[config.mk]
export PLATFORM = sky130hd
export DESIGN_NAME = ps2_keyboard_receiver
export DESIGN_NICKNAME = d
export VERILOG_FILES = /design/src/rtl/ps2_keyboard_receiver.sv
export SDC_FILE = /design/constraint.sdc
export NUM_CORES = 1
export LEC_CHECK = 0
export ABC_AREA = 1
export CAP_MARGIN = 40
export CORE_AREA = 2 2 103 105
export DETAILED_ROUTE_END_ITERATION = 8
export DIE_AREA = 0 0 105 107
export MAX_ROUTING_LAYER = met4
export PLACE_DENSITY = 0.73
export SETUP_SLACK_MARGIN = 0.02
export SLEW_MARGIN = 20
export SYNTH_ARGS = -nofsm -noshare
export SYNTH_HDL_FRONTEND = slang
export SYNTH_SLANG_ARGS = --single-unit
[constraint.sdc]
create_clock -name clk -period 3.39 [get_ports clk]
set_clock_uncertainty 0.15 [all_clocks]
set_input_delay 0.339 -clock clk [delete_from_list [all_inputs] [get_ports clk]]
set_output_delay 0.339 -clock clk [all_outputs]
set_load 0.005 [all_outputs]
[src/rtl/ps2_keyboard_receiver.sv]
// PS/2 keyboard receiver: conditions the raw PS/2 pins, decodes 11-bit frames
// and queues valid scan codes in a show-ahead FIFO with sticky error flags.
module ps2_keyboard_receiver #(
   parameter int FILTER_CYCLES  = 8,
   parameter int TIMEOUT_CYCLES = 50000,
   parameter int FIFO_DEPTH     = 8
) (
   input  logic                          clk,
   input  logic                          reset,
   input  logic                          ps2_clk,
   input  logic                          ps2_dat,
   input  logic                          rd_en,
   input  logic                          clear_errors,
   output logic [7:0]                    rd_data,
   output logic                          rd_valid,
   output logic [$clog2(FIFO_DEPTH):0]   fifo_count,
   output logic                          parity_error,
   output logic                          framing_error,
   output logic                          overflow
);

   localparam int AW = $clog2(FIFO_DEPTH);
   localparam int CW = AW + 1;
   localparam int FW = $clog2(FILTER_CYCLES + 1);
   localparam int TW = $clog2(TIMEOUT_CYCLES + 1);

   typedef enum logic [1:0] {ST_IDLE, ST_DATA, ST_PARITY, ST_STOP} state_t;

   function automatic logic odd_parity_ok(input logic [7:0] data, input logic par);
      return ^{data, par};
   endfunction

   logic          clk_meta_r, clk_sync_r, dat_meta_r, dat_sync_r;
   logic [FW-1:0] filt_cnt_r;
   logic          filt_r, filt_prev_r, fall_r;
   state_t        state_r;
   logic [2:0]    bit_cnt_r;
   logic [7:0]    shift_r;
   logic          par_r;
   logic [TW-1:0] to_cnt_r;
   logic [7:0]    mem_r [FIFO_DEPTH];
   logic [AW-1:0] wr_ptr_r, rd_ptr_r;

   logic          stop_seen_s, par_good_s, to_hit_s, push_s, par_ev_s, frm_ev_s;
   logic          pop_s, full_s, wr_ok_s, ovf_ev_s;
   logic [AW-1:0] rd_ptr_inc_s;
   logic [CW-1:0] count_nx_s;
   logic [7:0]    head_nx_s;

   // Pin synchronizers, ps2_clk stability filter and falling-edge strobe.
   always_ff @(posedge clk) begin
      if (!reset) begin
         clk_meta_r  <= 1'b1;
         clk_sync_r  <= 1'b1;
         dat_meta_r  <= 1'b1;
         dat_sync_r  <= 1'b1;
         filt_cnt_r  <= '0;
         filt_r      <= 1'b1;
         filt_prev_r <= 1'b1;
         fall_r      <= 1'b0;
      end else begin
         clk_meta_r  <= ps2_clk;
         clk_sync_r  <= clk_meta_r;
         dat_meta_r  <= ps2_dat;
         dat_sync_r  <= dat_meta_r;
         if (clk_sync_r == filt_r) begin
            filt_cnt_r <= '0;
         end else if (filt_cnt_r == FW'(FILTER_CYCLES - 1)) begin
            filt_r     <= clk_sync_r;
            filt_cnt_r <= '0;
         end else begin
            filt_cnt_r <= filt_cnt_r + FW'(1);
         end
         filt_prev_r <= filt_r;
         fall_r      <= filt_prev_r & ~filt_r;
      end
   end

   // Frame-completion events; these act on the same edge the FSM leaves STOP.
   always_comb begin
      stop_seen_s = fall_r && (state_r == ST_STOP);
      par_good_s  = odd_parity_ok(shift_r, par_r);
      to_hit_s    = (state_r != ST_IDLE) && !fall_r && (to_cnt_r >= TW'(TIMEOUT_CYCLES - 1));
      push_s      = stop_seen_s && dat_sync_r && par_good_s;
      par_ev_s    = stop_seen_s && dat_sync_r && !par_good_s;
      frm_ev_s    = (stop_seen_s && !dat_sync_r) || to_hit_s;
   end

   // Frame FSM with inter-edge timeout.
   always_ff @(posedge clk) begin
      if (!reset) begin
         state_r   <= ST_IDLE;
         bit_cnt_r <= 3'd0;
         shift_r   <= 8'd0;
         par_r     <= 1'b0;
         to_cnt_r  <= '0;
      end else begin
         if (fall_r || (state_r == ST_IDLE)) to_cnt_r <= '0;
         else                                to_cnt_r <= to_cnt_r + TW'(1);
         if (to_hit_s) begin
            state_r   <= ST_IDLE;
            bit_cnt_r <= 3'd0;
         end else if (fall_r) begin
            case (state_r)
               ST_IDLE: begin
                  if (!dat_sync_r) begin
                     state_r   <= ST_DATA;
                     bit_cnt_r <= 3'd0;
                  end
               end
               ST_DATA: begin
                  shift_r   <= {dat_sync_r, shift_r[7:1]};
                  bit_cnt_r <= bit_cnt_r + 3'd1;
                  if (bit_cnt_r == 3'd7) state_r <= ST_PARITY;
               end
               ST_PARITY: begin
                  par_r   <= dat_sync_r;
                  state_r <= ST_STOP;
               end
               ST_STOP: state_r <= ST_IDLE;
               default: state_r <= ST_IDLE;
            endcase
         end
      end
   end

   // FIFO next-state: a pop at full frees the slot the push lands in.
   always_comb begin
      pop_s        = rd_en && (fifo_count != '0);
      full_s       = (fifo_count == CW'(FIFO_DEPTH));
      wr_ok_s      = push_s && (!full_s || pop_s);
      ovf_ev_s     = push_s && full_s && !pop_s;
      rd_ptr_inc_s = rd_ptr_r + AW'(1);
      if (wr_ok_s && !pop_s)      count_nx_s = fifo_count + CW'(1);
      else if (!wr_ok_s && pop_s) count_nx_s = fifo_count - CW'(1);
      else                        count_nx_s = fifo_count;
      if (count_nx_s == '0)                      head_nx_s = 8'd0;
      else if (fifo_count <= CW'(1) && wr_ok_s &&
               (pop_s || fifo_count == '0))      head_nx_s = shift_r;
      else if (pop_s)                            head_nx_s = mem_r[rd_ptr_inc_s];
      else                                       head_nx_s = rd_data;
   end

   // FIFO pointers and registered show-ahead head.
   always_ff @(posedge clk) begin
      if (!reset) begin
         wr_ptr_r   <= '0;
         rd_ptr_r   <= '0;
         fifo_count <= '0;
         rd_data    <= 8'd0;
         rd_valid   <= 1'b0;
      end else begin
         if (wr_ok_s) wr_ptr_r <= wr_ptr_r + AW'(1);
         if (pop_s)   rd_ptr_r <= rd_ptr_inc_s;
         fifo_count <= count_nx_s;
         rd_data    <= head_nx_s;
         rd_valid   <= (count_nx_s != '0);
      end
   end

   // FIFO storage; contents are meaningless until written.
   always_ff @(posedge clk) begin
      if (wr_ok_s) mem_r[wr_ptr_r] <= shift_r;
   end

   // Sticky error flags; a new event beats a simultaneous clear.
   always_ff @(posedge clk) begin
      if (!reset) begin
         parity_error  <= 1'b0;
         framing_error <= 1'b0;
         overflow      <= 1'b0;
      end else begin
         parity_error  <= par_ev_s | (parity_error  & ~clear_errors);
         framing_error <= frm_ev_s | (framing_error & ~clear_errors);
         overflow      <= ovf_ev_s | (overflow      & ~clear_errors);
      end
   end

endmodule

==> flow_summary_export.csv <==
group,metric,value,unit
synth,ys_types,44,
drt,viasPerCell,5.50,
die,initial_core_util,55.0,%
cts,clk_latency,520,ps
critical_path,cp.required,3390,ps
finish,fillers,812,
timing,worstMarginPinSlew,652,ps
power_and_ir_drop,seqPwrFrac,37.7,%
power_and_ir_drop,p_sw_share,32.1,%
synth,synth_top_area_share,34.6,%
grt,grt_pass1_wl,19.8,mm
timing,min_period,2830,ps
synth,synthTopCellsByCount,"nand2_1, a21oi_1, edfxtp_1",
cts,cts_made_buffers,17,
die,die-height,107,um
grt,grt_start_max_net_pins,33,
critical_path,start_kind,"flop",
drt,drt_pass1_iterations,5,
synth,post-synth-top-count-cell,"nand2_1",
drt,wl_per_cell,15.9,um
synth,ys_seq_area_share,57.3,%
drt,final_antenna_net_count,0,
grt,overflow,0,
power_and_ir_drop,combPwrFrac,27.6,%
finish,seqCellArea,0.00318,sq mm
cts,clkTransAtPathRegs,60,ps
finish,final_cell_area,0.00649,sq mm
synth,synth_area,0.00555,sq mm
finish,drive_above_1_share,12.0,%
synth,synth.net_count,601,
place,dp_hpwl,8.20,mm
synth,synth_cells,582,
critical_path,worst_setup_path_end_kind,"flop",
min_path,holdPathStages,2,
drt,dr.first_iter.drc_count,286,
cts,cts_max_level,4,
power_and_ir_drop,power.switching,1.47,mW
min_path,hold_start,"ps2_dat",
timing,rsz0062_at_grt,"false",
timing,setup-violations-final,0,
grt,grt_use_total,23.7,%
die,pin_count,22,
cts,cts_hold_buf,0,
critical_path,worst-path-max-fanout,11,
timing,final.setup.tns,0,ps
power_and_ir_drop,total_power,4.59,mW
die,rows,37,
job,drv_cap,0,
cts,cts.path.max_buffers,2,
synth,ys_warn_count,0,
place,portBuffers,21,
cts,post_cts_buffers,0,
power_and_ir_drop,ir_drop,0.436,mV
synth,synthFlopType,"edfxtp_1",
die,coreArea,0.0101,sq mm
power_and_ir_drop,p_per_area,706,mW/mm^2
power_and_ir_drop,clockPowerShare,34.7,%
grt,grt_pass1_vias,4088,
synth,syn_area_per_cell,9.54,sq um
synth,async_reset_ff_share,0,%
timing,report.final.slew_viol_count,0,
finish,final_nets,640,
synth,synth_seq_cells,127,
synth,synth_largest_area_cell,"edfxtp_1",
power_and_ir_drop,p_int,3.11,mW
finish,syn2layout_area_growth,16.9,%
power_and_ir_drop,p_leak,2.63,nW
critical_path,ff2ff_setup_slack,560,ps
critical_path,crit_type,"flop to flop",
finish,multi_input_area,0.00204,sq mm
synth,synth_edf_count,64,
cts,cts_num_sinks,127,
critical_path,reg2regPathDepth,11,
die,die_w,105,um
critical_path,r2r_start,"fifo_count[0]",
timing,period_share,83.6,%
critical_path,cp.arrival,2840,ps
place,dpl-instance-area,0.00598,sq mm
cts,cts_root_buf,"clkbuf_8",
drt,drc,0,
timing,slew_headroom,56.5,%
drt,drt_wl_total,12.3,mm
drt,dr_total_vias,4232,
min_path,worstHoldPathType,"primary input to flop",
min_path,hold-path-endpoint,"dat_meta_r",
grt,antenna_found_initial,0,
timing,clock.fmax,353,MHz
critical_path,r2r-end,"mem_r[0][4]",
finish,n_antenna_cell,0,
die,die_area,0.0112,sq mm
cts,cts_resized,0,
place,globalplace.congestion,0.905,
outcome,status,"completed",
cts,cts_tree,"built",
synth,synth_area_leaders,"edfxtp_1, dfxtp_1, nand2_1",
timing,hold_violations,0,
-- stage by stage --
stage | util, % | setup slack [ps] | hold slack, ps | cells
after floorplan | - | 708 | 243 | 582
after global placement | 59.2 | 674 | 245 | 738
after detailed placement | 59.2 | 577 | 248 | 738
after CTS | 64.3 | 538 | 226 | 770
after global routing | 64.3 | 271 | 237 | 770
final | 64.3 | 556 | 236 | 770
-- registers in the layout (all words and copies together), names as in the netlist, 2 cells and up --
| signal | cells |
|---|---|
| mem_r | 64 |
| rd_ptr_r | 3 |
| bit_cnt_r | 3 |
| wr_ptr_r | 3 |
| filt_cnt_r | 4 |
| to_cnt_r | 16 |
| state_r | 2 |
| fifo_count | 4 |
| rd_data | 8 |
| shift_r | 8 |
-- worst max path at each step --
| stage | slack [ps] | cells past startpoint | start | to |
|---|---|---|---|---|
| 6_report | 560 | 11 | fifo_count[0] | mem_r[0][4] |
| 5_1_grt | 270 | 16 | fifo_count[0] | rd_data[3] |
| 4_1_cts | 540 | 11 | fifo_count[0] | mem_r[0][4] |
| 3_5_place_dp | 580 | 11 | fifo_count[0] | mem_r[0][5] |
| 3_3_place_gp | 670 | 11 | fifo_count[0] | mem_r[0][0] |
| 2_1_floorplan | 710 | 12 | fifo_count[0] | mem_r[5][0] |
-- power groups by stage --
stage          logic (mW)  registers [mW]  clock network (mW)
2_1_floorplan       0.908            1.74                   0
3_3_place_gp         1.21            1.75                   0
3_5_place_dp         1.24            1.75                   0
4_1_cts              1.26            1.73                1.60
5_1_grt              1.39            1.73                1.68
6_report             1.27            1.73                1.59
-- cell families after synthesis --
logic type | after synthesis | synth area share, %
xor+xnor | 5 | 0.924
compound gates | 126 | 13.7
fa+ha+maj | 13 | 2.93
flops | 127 | 57.3
simple gates | 227 | 19.1
buf+inv | 84 | 5.97
-- critical path, cell delays in order, from the launching register on --
cell	delay, ps
dfxtp_1	460
inv_1	110
ha_1	240
inv_1	110
nor2_2	70
nor2_2	370
nor2_4	50
inv_1	100
nand2_4	70
inv_2	100
nand2_1	120
nor2_1	520
-- cell usage in the layout, fill, tap and decap left out, drive strengths merged --
cell,Yosys,layout
nand4,2,2
a221o,16,16
nor3,9,9
o211ai,9,9
o221ai,1,1
a21oi,69,69
edfxtp,64,64
xnor2,2,2
o21ai,27,27
nor4,2,2
a22oi,2,2
clkbuf,13,23
nand3b,1,1
clkdlybuf4s50,0,21
dfxtp,63,63
a31oi,1,1
or2,6,6
nand3,37,37
buf,5,17
nor3b,2,2
xor2,3,3
clkinv,1,9
inv,65,65
nor2,49,49
o21a,1,1
ha,13,13
nand2,119,119
bufinv,0,1
-- per-layer routing --
| metal | up-vias | global-route usage, % | part of all wire, % |
|---|---|---|---|
| met3 | 30 | 6.20 | 5.5 |
| met5 | - | - | 0 |
| met2 | 120 | 40.0 | 51 |
| li1 | 2073 | - | - |
| met1 | 2009 | 26.9 | 41 |
| met4 | 0 | 9.62 | 2.7 |
-- layout make-up --
class / instances / share of cell area [%]
multi-input combinational: 371 / 31.4
clock inverter: 9 / 1.06
timing repair buffer: 38 / 5.20
clock buffer: 23 / 6.88
sequential: 127 / 49.0
tap: 136 / 2.62
inverter: 66 / 3.82
(Power assumes the default switching activity.)
==> RTL change: new RTL, same settings <==
Take the reset off `rd_data` and load it in a clocked block of its own.
--- a/src/rtl/ps2_keyboard_receiver.sv
+++ b/src/rtl/ps2_keyboard_receiver.sv
@@ -148,5 +148,4 @@
          rd_ptr_r   <= '0;
          fifo_count <= '0;
-         rd_data    <= 8'd0;
          rd_valid   <= 1'b0;
       end else begin
@@ -154,7 +153,10 @@
          if (pop_s)   rd_ptr_r <= rd_ptr_inc_s;
          fifo_count <= count_nx_s;
-         rd_data    <= head_nx_s;
          rd_valid   <= (count_nx_s != '0);
       end
+   end
+
+   always_ff @(posedge clk) begin
+      rd_data <= head_nx_s;
    end
 
Function: same outputs for any inputs over 10 cycles, from zero or initial values and one cycle with reset low; that may be too few to reach the edited logic, so the function may still have changed.
==> RTL change against the original RTL <==
Sequential cell count unchanged; final area increased by 3.8%; first-iteration DRC count grew 31%; area after synthesis grew 3.6%; global-route usage is 0.41 points lower; routed wire length decreased by 3.5%; setup slack lost 0.0076 ns; combinational power rose by 31%; die area did not move; via count up 0.12%; power up 14%; critical path type unchanged.
==> RTL change: results <==
<?xml version="1.0" encoding="UTF-8"?>
<metrics>
  <group name="global_route">
    <metric name="grt.met1_usage" unit="">0.283</metric>
    <metric name="groute.layer.met3.usage" unit="">0.0468</metric>
    <metric name="grt_start_max_net_pins" unit="">52</metric>
    <metric name="grt_use_total" unit="">0.233</metric>
  </group>
  <group name="critical_path">
    <metric name="worstPathMaxFanout" unit="">18</metric>
    <metric name="critical_register_to_register_path_startpoint" unit="">shift_r[1]</metric>
    <metric name="worst_path_max_delay_cell" unit="">dfxtp_1</metric>
    <metric name="critical_path.reg2reg.endpoint" unit="">mem_r[2][7]</metric>
  </group>
  <group name="yosys">
    <metric name="seq_area_frac_synth" unit="">0.553</metric>
    <metric name="area_contributors_post_synth" unit="">edfxtp_1 (33%), dfxtp_1 (22%), nand2_1 (7.7%)</metric>
    <metric name="yosysUniqueCellTypes" unit="">45</metric>
    <metric name="synthesis.nets" unit="">646</metric>
  </group>
  <group name="power">
    <metric name="power.leakage" unit="nW">2.63</metric>
    <metric name="internal_power" unit="W">0.00337</metric>
  </group>
  <group name="sta">
    <metric name="worst_hold_slack" unit="ns">0.234</metric>
    <metric name="tightest_slew" unit="ns">0.750</metric>
  </group>
  <group name="routing">
    <metric name="first_iter_violations" unit="">375</metric>
    <metric name="route.final.wire_length" unit="um">11800</metric>
  </group>
  <group name="min_path">
    <metric name="holdPathEnd" unit="">clk_meta_r</metric>
    <metric name="hold_path.startpoint" unit="">ps2_clk</metric>
  </group>
  <group name="placement">
    <metric name="dpl-instance-area" unit="um^2">6130</metric>
    <metric name="place.gp.congestion" unit="">0.861</metric>
    <metric name="dpl.hpwl" unit="um">8050</metric>
  </group>
  <group name="cells_and_area">
    <metric name="design_area" unit="um^2">6740</metric>
    <metric name="nNetsFinal" unit="">680</metric>
  </group>
  <group name="status">
    <metric name="status" unit="">completed</metric>
  </group>
</metrics>
RTL change: area by class of cell:
type | count | area share
flip-flops and latches | 127 | 0.472
repair buffers | 33 | 0.0446
clock buffers | 17 | 0.0614
clock inverters | 15 | 0.0275
well taps | 136 | 0.0252
multi-input cells | 401 | 0.323
inverters | 81 | 0.0462
RTL change: how the worst max path moves through the flow:
stage,end,startpoint,depth (start not counted),slack (ns)
2_1_floorplan,mem_r[4][0],shift_r[1],11,1.04
3_3_place_gp,mem_r[1][7],shift_r[1],12,0.56
3_5_place_dp,mem_r[1][2],shift_r[1],12,0.50
4_1_cts,mem_r[1][0],shift_r[1],12,0.47
5_1_grt,mem_r[3][7],shift_r[1],12,0.27
6_report,mem_r[2][7],shift_r[1],10,0.55
RTL change: cell families (layout without fill, tap and decap cells):
group                      after synthesis  after routing  share of synthesized area
and+or+nand+nor                        277            277                      0.243
DFF                                    127            127                      0.553
AOI/OAI and AO/OA                      105            105                     0.0975
buffers and inverters                   99            146                     0.0683
adders and majority gates               13             13                     0.0283
xor gates and xnor gates                 6              6                    0.00914
RTL change: per-layer routing:
metal | vias to the layer above | wire length (um)
met5 | - | 0
met4 | 0 | 221
met3 | 19 | 565
met2 | 124 | 5850
met1 | 1931 | 5190
li1 | 2163 | -
RTL change: power by group through the flow:
stage	combinational [W]	clock (W)	sequential [W]
after floorplan	0.00128	0	0.00174
final	0.00166	0.00182	0.00173
after global routing	0.00185	0.00192	0.00173
after detailed placement	0.00165	0	0.00176
after global placement	0.00163	0	0.00175
after CTS	0.00166	0.00184	0.00173
RTL change: through the flow:
step	setup WS, ns	instances
after floorplan	1.04	627
after global placement	0.557	777
after detailed placement	0.501	777
after CTS	0.473	809
after global routing	0.274	810
final	0.549	810
